<file path="config.mk">
export PLATFORM = sky130hd
export DESIGN_NAME = ucode_sequencer_flat
export DESIGN_NICKNAME = d
export VERILOG_FILES = /design/src/rtl/ucode_sequencer_if.sv /design/src/rtl/ucode_sequencer.sv /design/src/flat_wrapper.sv
export SDC_FILE = /design/constraint.sdc
export NUM_CORES = 1
export LEC_CHECK = 0
export CAP_MARGIN = 5
export CORE_UTILIZATION = 49
export CTS_CLUSTER_DIAMETER = 100
export DETAILED_ROUTE_END_ITERATION = 16
export PLACE_DENSITY = 0.76
export SLEW_MARGIN = 5
export SYNTH_ARGS = -nofsm -noshare
export SYNTH_HDL_FRONTEND = slang
export SYNTH_SLANG_ARGS = --single-unit
</file>
<file path="constraint.sdc">
create_clock -name clk -period 2.1 [get_ports clk]
set_input_delay 0.315 -clock clk [delete_from_list [all_inputs] [get_ports clk]]
set_output_delay 0.315 -clock clk [all_outputs]
set_load 0.02 [all_outputs]
</file>
<file path="src/rtl/ucode_sequencer_if.sv">
// Bus bundle between a host/ROM/datapath side (master) and the microcode
// sequencer (slave). Parameters must match those of the sequencer instance.
interface ucode_sequencer_if #(
  parameter int PC_W    = 8,
  parameter int STACK_N = 4
);
  localparam int SP_W = $clog2(STACK_N) + 1;

  logic            start;
  logic [PC_W-1:0] start_pc;
  logic            abort;
  logic            rom_en;
  logic [PC_W-1:0] rom_addr;
  logic [2:0]      op_kind;
  logic [1:0]      op_cc;
  logic [PC_W-1:0] op_target;
  logic            flag_z;
  logic            flag_n;
  logic            resume;
  logic            busy;
  logic            done;
  logic            error;
  logic [1:0]      err_code;
  logic [SP_W-1:0] sp;

  modport master (
    output start, start_pc, abort, op_kind, op_cc, op_target,
           flag_z, flag_n, resume,
    input  rom_en, rom_addr, busy, done, error, err_code, sp
  );

  modport slave (
    input  start, start_pc, abort, op_kind, op_cc, op_target,
           flag_z, flag_n, resume,
    output rom_en, rom_addr, busy, done, error, err_code, sp
  );
endinterface

</file>
<file path="src/rtl/ucode_sequencer.sv">
// Microcode sequencer: fetches instructions from an external ROM (1-cycle
// read latency), executes branch/call/return/wait/halt with a small return
// stack, and reports completion and sticky errors.
//
// state | meaning
// ------+------------------------------------------------------------
// IDLE  | not running; waits for start
// FETCH | rom_en high, rom_addr = pc; ROM data returns next cycle
// EXEC  | op_* valid; choose next pc, update stack, retire
// WAIT  | parked after a WAIT op until resume
//
// All outputs are registered. done is raised on the edge that retires HALT,
// so it is visible in the first IDLE cycle after that HALT's EXEC cycle,
// together with busy=0.
module ucode_sequencer #(
  parameter int PC_W    = 8,
  parameter int STACK_N = 4
) (
  input  logic          clk,
  input  logic          rst,
  ucode_sequencer_if.slave bus
);

  localparam int SP_W  = $clog2(STACK_N) + 1;
  localparam int IDX_W = (STACK_N > 1) ? $clog2(STACK_N) : 1;
  localparam int DEPTH = 1 << IDX_W;
  localparam logic [SP_W-1:0] SP_FULL = SP_W'(STACK_N);

  localparam logic [2:0] OP_NEXT = 3'd0;
  localparam logic [2:0] OP_JCC  = 3'd1;
  localparam logic [2:0] OP_CALL = 3'd2;
  localparam logic [2:0] OP_RET  = 3'd3;
  localparam logic [2:0] OP_WAIT = 3'd4;
  localparam logic [2:0] OP_HALT = 3'd5;

  localparam logic [1:0] ERR_OVF = 2'd1;
  localparam logic [1:0] ERR_UNF = 2'd2;
  localparam logic [1:0] ERR_OP  = 2'd3;

  typedef enum logic [1:0] {IDLE, FETCH, EXEC, WAIT} state_t;

  state_t          state;
  logic [PC_W-1:0] pc;
  logic [PC_W-1:0] pc_inc;
  logic [PC_W-1:0] stack [DEPTH];
  logic [PC_W-1:0] top_val;
  logic [SP_W-1:0] sp_q;
  logic [SP_W-1:0] sp_dec;
  logic            cc_true;
  logic            busy_q;
  logic            done_q;
  logic            error_q;
  logic [1:0]      err_code_q;
  logic            rom_en_q;

  assign pc_inc  = pc + PC_W'(1);
  assign sp_dec  = sp_q - SP_W'(1);
  assign top_val = stack[sp_dec[IDX_W-1:0]];

  // Evaluate the branch condition from the registered datapath flags.
  always_comb begin
    cc_true = 1'b1;
    unique case (bus.op_cc)
      2'd0: cc_true = 1'b1;
      2'd1: cc_true = bus.flag_z;
      2'd2: cc_true = !bus.flag_z && !bus.flag_n;
      2'd3: cc_true = bus.flag_z || bus.flag_n;
      default: cc_true = 1'b1;
    endcase
  end

  // Sequencer FSM, program counter, return stack and status outputs.
  always_ff @(posedge clk) begin
    if (rst) begin
      state      <= IDLE;
      pc         <= '0;
      sp_q       <= '0;
      busy_q     <= 1'b0;
      done_q     <= 1'b0;
      error_q    <= 1'b0;
      err_code_q <= 2'd0;
      rom_en_q   <= 1'b0;
    end else begin
      done_q <= 1'b0;
      if (bus.abort) begin
        // abort beats start/resume/exec; error status is left as is
        state    <= IDLE;
        sp_q     <= '0;
        busy_q   <= 1'b0;
        rom_en_q <= 1'b0;
      end else begin
        unique case (state)
          IDLE: begin
            if (bus.start) begin
              pc         <= bus.start_pc;
              sp_q       <= '0;
              error_q    <= 1'b0;
              err_code_q <= 2'd0;
              state      <= FETCH;
              busy_q     <= 1'b1;
              rom_en_q   <= 1'b1;
            end
          end
          FETCH: begin
            state    <= EXEC;
            rom_en_q <= 1'b0;
          end
          EXEC: begin
            // default: continue with the next fetch
            state    <= FETCH;
            rom_en_q <= 1'b1;
            unique case (bus.op_kind)
              OP_NEXT: pc <= pc_inc;
              OP_JCC:  pc <= cc_true ? bus.op_target : pc_inc;
              OP_CALL: begin
                if (sp_q != SP_FULL) begin
                  stack[sp_q[IDX_W-1:0]] <= pc_inc;
                  sp_q <= sp_q + SP_W'(1);
                  pc   <= bus.op_target;
                end else begin
                  error_q    <= 1'b1;
                  err_code_q <= ERR_OVF;
                  state      <= IDLE;
                  busy_q     <= 1'b0;
                  rom_en_q   <= 1'b0;
                end
              end
              OP_RET: begin
                if (sp_q != '0) begin
                  pc   <= top_val;
                  sp_q <= sp_dec;
                end else begin
                  error_q    <= 1'b1;
                  err_code_q <= ERR_UNF;
                  state      <= IDLE;
                  busy_q     <= 1'b0;
                  rom_en_q   <= 1'b0;
                end
              end
              OP_WAIT: begin
                pc       <= pc_inc;
                state    <= WAIT;
                rom_en_q <= 1'b0;
              end
              OP_HALT: begin
                done_q   <= 1'b1;
                state    <= IDLE;
                busy_q   <= 1'b0;
                rom_en_q <= 1'b0;
              end
              default: begin
                error_q    <= 1'b1;
                err_code_q <= ERR_OP;
                state      <= IDLE;
                busy_q     <= 1'b0;
                rom_en_q   <= 1'b0;
              end
            endcase
          end
          WAIT: begin
            if (bus.resume) begin
              state    <= FETCH;
              rom_en_q <= 1'b1;
            end
          end
          default: begin
            state    <= IDLE;
            busy_q   <= 1'b0;
            rom_en_q <= 1'b0;
          end
        endcase
      end
    end
  end

  assign bus.rom_en   = rom_en_q;
  assign bus.rom_addr = pc;
  assign bus.busy     = busy_q;
  assign bus.done     = done_q;
  assign bus.error    = error_q;
  assign bus.err_code = err_code_q;
  assign bus.sp       = sp_q;

endmodule

</file>
<file path="src/flat_wrapper.sv">
// flat-port wrapper written by rule: the top's interface ports become plain ports
module ucode_sequencer_flat 
#(
  parameter int PC_W    = 8,
  parameter int STACK_N = 4
)
  (clk, rst, bus_start, bus_start_pc, bus_abort, bus_op_kind, bus_op_cc, bus_op_target, bus_flag_z, bus_flag_n, bus_resume, bus_rom_en, bus_rom_addr, bus_busy, bus_done, bus_error, bus_err_code, bus_sp);
  ucode_sequencer_if #(.PC_W(PC_W), .STACK_N(STACK_N)) bus_i ();
  input  logic clk;
  input  logic rst;
  input wire logic [$bits(bus_i.start)-1:0] bus_start;
  input wire logic [$bits(bus_i.start_pc)-1:0] bus_start_pc;
  input wire logic [$bits(bus_i.abort)-1:0] bus_abort;
  input wire logic [$bits(bus_i.op_kind)-1:0] bus_op_kind;
  input wire logic [$bits(bus_i.op_cc)-1:0] bus_op_cc;
  input wire logic [$bits(bus_i.op_target)-1:0] bus_op_target;
  input wire logic [$bits(bus_i.flag_z)-1:0] bus_flag_z;
  input wire logic [$bits(bus_i.flag_n)-1:0] bus_flag_n;
  input wire logic [$bits(bus_i.resume)-1:0] bus_resume;
  output wire logic [$bits(bus_i.rom_en)-1:0] bus_rom_en;
  output wire logic [$bits(bus_i.rom_addr)-1:0] bus_rom_addr;
  output wire logic [$bits(bus_i.busy)-1:0] bus_busy;
  output wire logic [$bits(bus_i.done)-1:0] bus_done;
  output wire logic [$bits(bus_i.error)-1:0] bus_error;
  output wire logic [$bits(bus_i.err_code)-1:0] bus_err_code;
  output wire logic [$bits(bus_i.sp)-1:0] bus_sp;
  assign bus_i.start = bus_start;
  assign bus_i.start_pc = bus_start_pc;
  assign bus_i.abort = bus_abort;
  assign bus_i.op_kind = bus_op_kind;
  assign bus_i.op_cc = bus_op_cc;
  assign bus_i.op_target = bus_op_target;
  assign bus_i.flag_z = bus_flag_z;
  assign bus_i.flag_n = bus_flag_n;
  assign bus_i.resume = bus_resume;
  assign bus_rom_en = bus_i.rom_en;
  assign bus_rom_addr = bus_i.rom_addr;
  assign bus_busy = bus_i.busy;
  assign bus_done = bus_i.done;
  assign bus_error = bus_i.error;
  assign bus_err_code = bus_i.err_code;
  assign bus_sp = bus_i.sp;
  ucode_sequencer #(.PC_W(PC_W), .STACK_N(STACK_N)) u_core (.clk(clk), .rst(rst), .bus(bus_i));
endmodule
</file>
Word level (Yosys, flattened, before mapping) --
Memory sizes are Yosys's and may differ from the RTL's. Cells that the tools add are included.
Storage, ports and cells: flip-flop bits (word level) 19, RAM bits 32, input port bits 28, output and inout bits 17, logic and storage cells 100, memories 1
Memories:
- u_core.stack | depth 4, width 8, rd ports 1, clocked after memory_dff 0, write ports 1, RTL line ucode_sequencer.sv:45 | logic [PC_W-1:0] stack [DEPTH];
Cells by class: $add $sub $neg 3, eq/ne operators 22, muxes and demuxes 44, bitwise operators 2, reduce and logical (&&, ||, !) cells 20
Operators with widths (number):
- two-way mux 8 bit | 4
- one-hot mux 8 bit (4 select lines) | 1
- two-way mux 1 bit | 17
- one-hot mux 2 bit (4 select lines) | 2
- one-hot mux 8 bit (2 select lines) | 1
- one-hot mux 3 bit (2 select lines) | 2
- AND reduction 6 bit | 2
- two-way mux 2 bit | 5
- AND reduction 5 bit | 2
- two-way mux 3 bit | 3
- inequality test 3 x 2 -> 1 bit, second input constant | 3
- inequality test 3 bit, second input constant | 3
- one-hot mux 1 bit (3 select lines) | 3
- adder 8 x 1 -> 8 bit, second input constant | 1
- equality test 2 bit, second input constant | 4
- inequality test 2 bit, second input constant | 4
- one-hot mux 1 bit (4 select lines) | 2
- equality test 3 x 2 -> 1 bit, second input constant | 2
- equality test 3 bit, second input constant | 2
- one-hot mux 2 bit (3 select lines) | 1
- OR reduction 2 bit | 3
- OR reduction 3 bit | 2
- inequality test 5 x 4 -> 1 bit, second input constant | 1
- equality test 2 x 1 -> 1 bit, second input constant | 2
- 15 further kinds | 19

Depth between registers and ports, before layout --
Gate-level depths: netlist (run 1).
depth after elaboration 7, mapped depth 10, depth with buffers taken out 7

Worst setup path before layout (run 1) --
No wires, ideal clock.
path type register to register, from register u_core.sp_q[0] (netlist: u_core.bus.sp[0]), to register u_core.pc[6] (netlist: u_core.bus.rom_addr[6]), setup time 0.117 ns, arrival time 2.200 ns, data required time 1.983 ns, path slack -0.218 ns, cell stages (with the launch flop) 11, path buffers 3, period minus slack after synthesis 2.318 ns, cell sequence dfxtp_1 -> buf_6 -> inv_1 -> ha_1 -> buf_2 -> buf_2 -> mux2i_1 -> nor2_1 -> a211oi_1 -> o211ai_1 -> a32o_1
On the way: word-level cells in the longest chain between the ends 5, elaborated cells on any way between the ends 10, those cells by class add/sub (1); eq/ne (3); mux (3); reduce/logical (2); memory (1)
Ends and longest elaborated chain:
- start: declaration | RTL line ucode_sequencer.sv:47 | logic [SP_W-1:0] sp_q;
- start signal: assignment | RTL line ucode_sequencer.sv:118 | sp_q <= sp_q + SP_W'(1);
- start signal: assignment | RTL line ucode_sequencer.sv:131 | sp_q <= sp_dec;
- subtractor 3 x 1 -> 3 bit | RTL line ucode_sequencer.sv:57 | assign sp_dec = sp_q - SP_W'(1);
- memory read (4 x 8 bit)
- two-way mux 8 bit | RTL line ucode_sequencer.sv:129 | if (sp_q != '0) begin
- one-hot mux 8 bit (4 select lines) | RTL line ucode_sequencer.sv:112 | unique case (bus.op_kind)
- one-hot mux 8 bit (2 select lines) | RTL line ucode_sequencer.sv:92 | unique case (state)
- end signal: assignment | RTL line ucode_sequencer.sv:113 | OP_NEXT: pc <= pc_inc;
- end signal: assignment | RTL line ucode_sequencer.sv:114 | OP_JCC: pc <= cc_true ? bus.op_target : pc_inc;
- end signal: assignment | RTL line ucode_sequencer.sv:130 | pc <= top_val;
- end: declaration | RTL line ucode_sequencer.sv:43 | logic [PC_W-1:0] pc;
Several ways; a longest one is shown, not always the timed one. The select of a mux whose other input is x is not followed. A chain may end at the register's enable or synchronous reset.

Worst setup path after layout (run 1) --
Same ends and word-level chain as after synthesis.

==> results of run 1 <==
state kept, by name, summed over array words and instances (netlist names):
| name | cells |
|---|---|
| u_core.bus.rom_addr | 8 |
| u_core.stack | 32 |
| u_core.bus.rom_en | 1 |
| u_core.bus.error | 1 |
| u_core.bus.busy | 1 |
| u_core.bus.done | 1 |
| u_core.bus.sp | 3 |
| u_core.state | 2 |
| u_core.bus.err_code | 2 |
cell type report:
cell class | count | area (um^2)
clock buffer | 6 | 72.6
clock inverter | 2 | 17.5
fill | 420 | 1660
inverter | 17 | 67.6
multi-input combinational | 203 | 1490
sequential | 51 | 1350
tap | 72 | 90.1
timing repair buffer | 95 | 903
logic make-up (layout without fill, tap and decap cells):
| kind of cell | Yosys count | after routing | synth area share, % |
|---|---|---|---|
| compound gates | 87 | 87 | 20.7 |
| buf+inv | 31 | 120 | 4.70 |
| xor+xnor | 7 | 7 | 2.35 |
| flops | 51 | 51 | 45.8 |
| fa+ha+maj | 10 | 10 | 4.27 |
| simple gates | 80 | 80 | 14.6 |
| mux | 19 | 19 | 7.60 |
stage by stage:
stage	cells	cell area [um^2]	power, mW	hold slack [ps]
final	446	3980	2.04	473
after detailed placement	431	3780	1.46	461
after global placement	431	3780	1.46	457
after floorplan	285	2940	1.29	483
after CTS	439	3870	2.03	476
after global routing	446	3980	2.11	503
layer usage:
layer | vias to the layer above | wire length [um] | GRT usage (%) | share of wire, %
met4 | 0 | 172 | 9.45 | 2.1
li1 | 1250 | - | - | -
met2 | 147 | 3740 | 43.1 | 46
met1 | 1220 | 3580 | 37.6 | 44
met3 | 21 | 712 | 3.91 | 8.7
met5 | - | 0 | 0 | 0
cells in the mapped netlist, drive strengths merged, types with 3 or more instances:
master   n  area, um^2
a31oi    3        25.0
o221ai   3        26.3
a32o     5        50.1
nand3b   4        30.0
a21oi    8        40.0
nor3     8        40.0
o21ai   31         155
and2     6        37.5
nand2   16        60.1
edfxtp  32         961
ha      10         125
or2      5        31.3
o21a     5        37.5
mux2     3        37.5
o211ai   5        42.5
nand3   10        55.1
inv     17        63.8
nand2b   8        50.1
nor2b    4        25.0
a211oi   5        37.5
clkbuf   6        22.5
buf      8        51.3
xor2     4        42.6
mux2i   14         140
dfxtp   19         380
o22ai    4        25.0
nor2    12        45.0
xnor2    3        26.3
power by group:
part           leakage, nW  internal [mW]  switching (mW)
combinational        0.945          0.190           0.186
sequential           0.446           1.07          0.0149
clock               0.0454          0.240           0.338
total                 1.44           1.50           0.539
worst paths after layout:
path	start	end	slack [ps]	cells past startpoint
hold / removal	u_core.bus.err_code[0]	u_core.bus.err_code[0]	470	2
setup reg to reg	u_core.bus.sp[0]	u_core.bus.rom_addr[6]	40	8
setup / recovery	u_core.bus.sp[0]	u_core.bus.rom_addr[6]	40	8
hold reg to reg	u_core.bus.err_code[0]	u_core.bus.err_code[0]	470	2
critical path, cell delays in order (launching register included):
cell,delay [ps]
dfxtp_4,370
clkinvlp_4,120
ha_4,330
buf_12,140
mux2i_1,270
nor2_1,70
a211oi_1,260
o211ai_1,140
a32o_1,270
timing repair:
action | CTS | global route
gates resized for setup | 0 | 7
setup buffers | 0 | 6
endpoints found under the setup margin | 0 | 4
==> results.yml, run 1 <==
outcome:
  status: "finished, final reports clean"
route:
  drt_wl_total_mm: 8.21
  ant_nets: 0
  wl_per_cell_um: 18.4
  drcViolationCount: 0
  vias_per_cell: 5.91
  first_pass_iters: 5
  route.vias.total: 2638
  drt_iter0_drc: 328
synthesis:
  ys_warn_count: 0
  synth-seq-cells: 51
  ys_async_sr_fraction_pct: 0
  synth_nets: 323
  synth_ff_type: "edfxtp_1"
  ys_types: 57
  yosysSeqAreaShare_pct: 45.8
  synthesis.area_um2: 2930
  avgSynthCellArea_um2: 10.3
  synth_enable_flop_cells: 32
  syn_inst: 285
setup_path:
  startpoint_type: "register"
  end_kind: "register"
  worst-path-max-fanout: 7
  crit_arrival_ps: 2280
  crit_type: "register to register"
  required_ps: 2320
die:
  dieArea_um2: 6290
  fp.dieH_um: 79.3
  io_pins: 45
  start_util_pct: 51.9
  num_rows: 27
  die_x_um: 79.3
  coreArea_um2: 5640
sta:
  tightest_slew_ps: 584
  fmax_mhz: 484
  setup-tns-final_ps: 0
  drv_slew: 0
  finalHoldViolCount: 0
  setup_viol: 0
  finalCritPeriodShare_pct: 98.3
  fin_crit_ps: 2060
  slew_headroom_pct: 60.9
  skew_ps: 6.47
  layout_setup_ws_ps: 35.9
power_and_ir_drop:
  ir_worst_vdd_v: 0.000401
  p_leak_nw: 1.44
  power_density_nw_per_um2: 513
global_routing:
  grt_pass1_vias: 2480
  grt_max_degree: 17
  grt_overflow_total: 0
  grt_pass1_wl_mm: 12.6
  antenna_found_initial: 0
  grt_util_all_layers_pct: 27.1
placement:
  gp_congestion: 0.910
  place_ws_ps: -65.2
  io_buffers: 44
  place_hpwl_mm: 5.98
finish:
  final_util_pct: 70.6
  area_growth_pct: 35.9
  final_common_cell: "buf_4"
  drive_gt1_share_pct: 21.1
  nets: 411
  mostFrequentLayoutCells: "45 x buf_4, 44 x clkdlybuf4s50_1, 32 x edfxtp_1, 20 x o21ai_0, 18 x dfxtp_1"
  antennaDiodeCount: 0
clocking:
  cts_buffer_depth: 2
  cts_tree: "built"
  clk_pin_slew_ps: 100
  cts_made_buffers: 5
  cts.root.buffer_cell: "clkbuf_8"
  cts.sinks: 51
  htree_levels: 2
  insertion_delay_ps: 310
  hold_buffers: 0
min_path:
  hp-class: "register to register"
flow_run:
  cap_violations: 0
No activity file was read; power rests on OpenSTA's default activity.
==> run 2, diff against run 1 <==
--- a/config.mk
+++ b/config.mk
@@ -6,10 +6,11 @@
 export NUM_CORES = 1
 export LEC_CHECK = 0
 export CAP_MARGIN = 5
-export CORE_UTILIZATION = 49
+export CORE_UTILIZATION = 58
 export CTS_CLUSTER_DIAMETER = 100
 export DETAILED_ROUTE_END_ITERATION = 16
-export PLACE_DENSITY = 0.76
+export PLACE_DENSITY = 0.87
+export SKIP_CTS_REPAIR_TIMING = 1
 export SLEW_MARGIN = 5
 export SYNTH_ARGS = -nofsm -noshare
 export SYNTH_HDL_FRONTEND = slang
==> constraint.sdc (replaced) <==
create_clock -name clk -period 2.55 [get_ports clk]
set_input_delay 0.3825 -clock clk [delete_from_list [all_inputs] [get_ports clk]]
set_output_delay 0.3825 -clock clk [all_outputs]
set_load 0.02 [all_outputs]
==> results.yml, run 2 (same netlist as run 1, synthesis figures left out) <==
clocking:
  insertion_delay_ps: 320
  cts_buffer_depth: 2
  cts_tree: "built"
  clk_pin_slew_ps: 100
  htree_levels: 2
  cts.root.buffer_cell: "clkbuf_8"
  cts.sinks: 51
  cts_made_buffers: 5
outcome:
  status: "finished, final reports clean"
die:
  start_util_pct: 61.2
  coreArea_um2: 4790
  io_pins: 45
  num_rows: 25
  fp.dieH_um: 73.1
  dieArea_um2: 5340
  die_x_um: 73.1
placement:
  io_buffers: 44
  place_hpwl_mm: 5.60
  gp_congestion: 0.907
  placed_area_um2: 3480
  place_ws_ps: -10.1
finish:
  nFillCells: 340
  final_util_pct: 74.7
  final_common_cell: "clkdlybuf4s50_1"
  fin_area_um2: 3570
  drive_gt1_share_pct: 10.1
  nets: 372
  largest_register_ffs: 32
  area_growth_pct: 21.9
  mostFrequentLayoutCells: "44 x clkdlybuf4s50_1, 32 x edfxtp_1, 21 x o21ai_0, 19 x dfxtp_1"
  antennaDiodeCount: 0
route:
  drt_iter0_drc: 258
  drcViolationCount: 0
  route.vias.total: 2564
  vias_per_cell: 6.38
  drt_wl_total_mm: 7.56
  first_pass_iters: 5
  ant_nets: 0
  wl_per_cell_um: 18.8
global_routing:
  grt_overflow_total: 0
  grt_max_degree: 18
  grt_pass1_vias: 2364
  grt_pass1_wl_mm: 11.9
  grt_util_all_layers_pct: 30.6
  antenna_found_initial: 0
setup_path:
  ff2ff_path_depth: 4
  crit_start: "u_core.bus.sp[1]"
  end_kind: "register"
  startpoint_type: "register"
  r2r_start: "u_core.bus.sp[1]"
  required_ps: 2530
  crit_type: "register to register"
  worst-path-max-fanout: 8
  regToRegSetupSlack_ps: 100
  crit_arrival_ps: 2430
  crit_end: "u_core.stack[0][0]"
  reg2reg_to: "u_core.stack[0][0]"
sta:
  finalCritPeriodShare_pct: 96.0
  skew_ps: 6.43
  layout_setup_ws_ps: 103
  rsz0062_at_grt: "false"
  setup_viol: 0
  drv_slew: 0
  tightest_slew_ps: 765
  setup-tns-final_ps: 0
  fin_crit_ps: 2450
  fmax_mhz: 409
  hold_ws_ps: 474
  finalHoldViolCount: 0
  slew_headroom_pct: 48.9
flow_run:
  cap_violations: 0
power_and_ir_drop:
  p_leak_nw: 1.22
  power_density_nw_per_um2: 460
  ir_worst_vdd_v: 0.000352
min_path:
  hp-class: "register to register"
==> run 2: metrics by stage <==
| stage | total power [mW] | instances |
|---|---|---|
| after global placement | 1.17 | 394 |
| after detailed placement | 1.17 | 394 |
| final | 1.65 | 402 |
| after CTS | 1.64 | 402 |
| after global routing | 1.69 | 402 |
| after floorplan | 1.06 | 285 |
==> run 2: worst min-delay path by stage <==
stage | from | end | slack [ps] | cells past startpoint
6_report | u_core.bus.error | u_core.bus.error | 470 | 2
3_5_place_dp | u_core.bus.error | u_core.bus.error | 460 | 2
5_1_grt | u_core.bus.err_code[0] | u_core.bus.err_code[0] | 490 | 2
3_3_place_gp | u_core.bus.error | u_core.bus.error | 460 | 2
2_1_floorplan | u_core.state[1] | u_core.state[1] | 480 | 2
4_1_cts | u_core.bus.error | u_core.bus.error | 480 | 2
==> run 2: per-layer routing <==
metal,GRT usage [%],vias to the layer above,wire length (um)
met1,42.5,1192,3230
met2,44.8,172,3310
met5,0,-,0
met3,7.46,28,781
met4,14.6,0,238
li1,-,1172,-
==> run 2: layout make-up <==
type / instances / area, um^2 / share of cell area [%]
multi-input combinational: 203 / 1450 / 40.6
clock inverter: 2 / 17.5 / 0.490
clock buffer: 6 / 72.6 / 2.03
tap: 67 / 83.8 / 2.35
timing repair buffer: 56 / 543 / 15.2
sequential: 51 / 1340 / 37.5
inverter: 17 / 63.8 / 1.79
==> run 2: where the power goes <==
group          switching [mW]  internal [mW]  leakage [nW]
sequential             0.0140          0.885         0.445
clock                   0.286          0.198        0.0454
combinational           0.141          0.122         0.732
==> run 2: worst max-delay path: stages, from the launching register on <==
cell and delay, ps:
dfxtp_1 420, inv_1 130, ha_1 300, a2111oi_1 770, and2_1 500
==> run 3, diff against run 2 <==
--- a/config.mk
+++ b/config.mk
@@ -11,6 +11,7 @@
 export DETAILED_ROUTE_END_ITERATION = 16
 export PLACE_DENSITY = 0.87
 export SKIP_CTS_REPAIR_TIMING = 1
+export SKIP_LAST_GASP = 1
 export SLEW_MARGIN = 5
 export SYNTH_ARGS = -nofsm -noshare
 export SYNTH_HDL_FRONTEND = slang
==> results of run 3 <==
Final layout, timing and power as in run 2 (identical DEF).
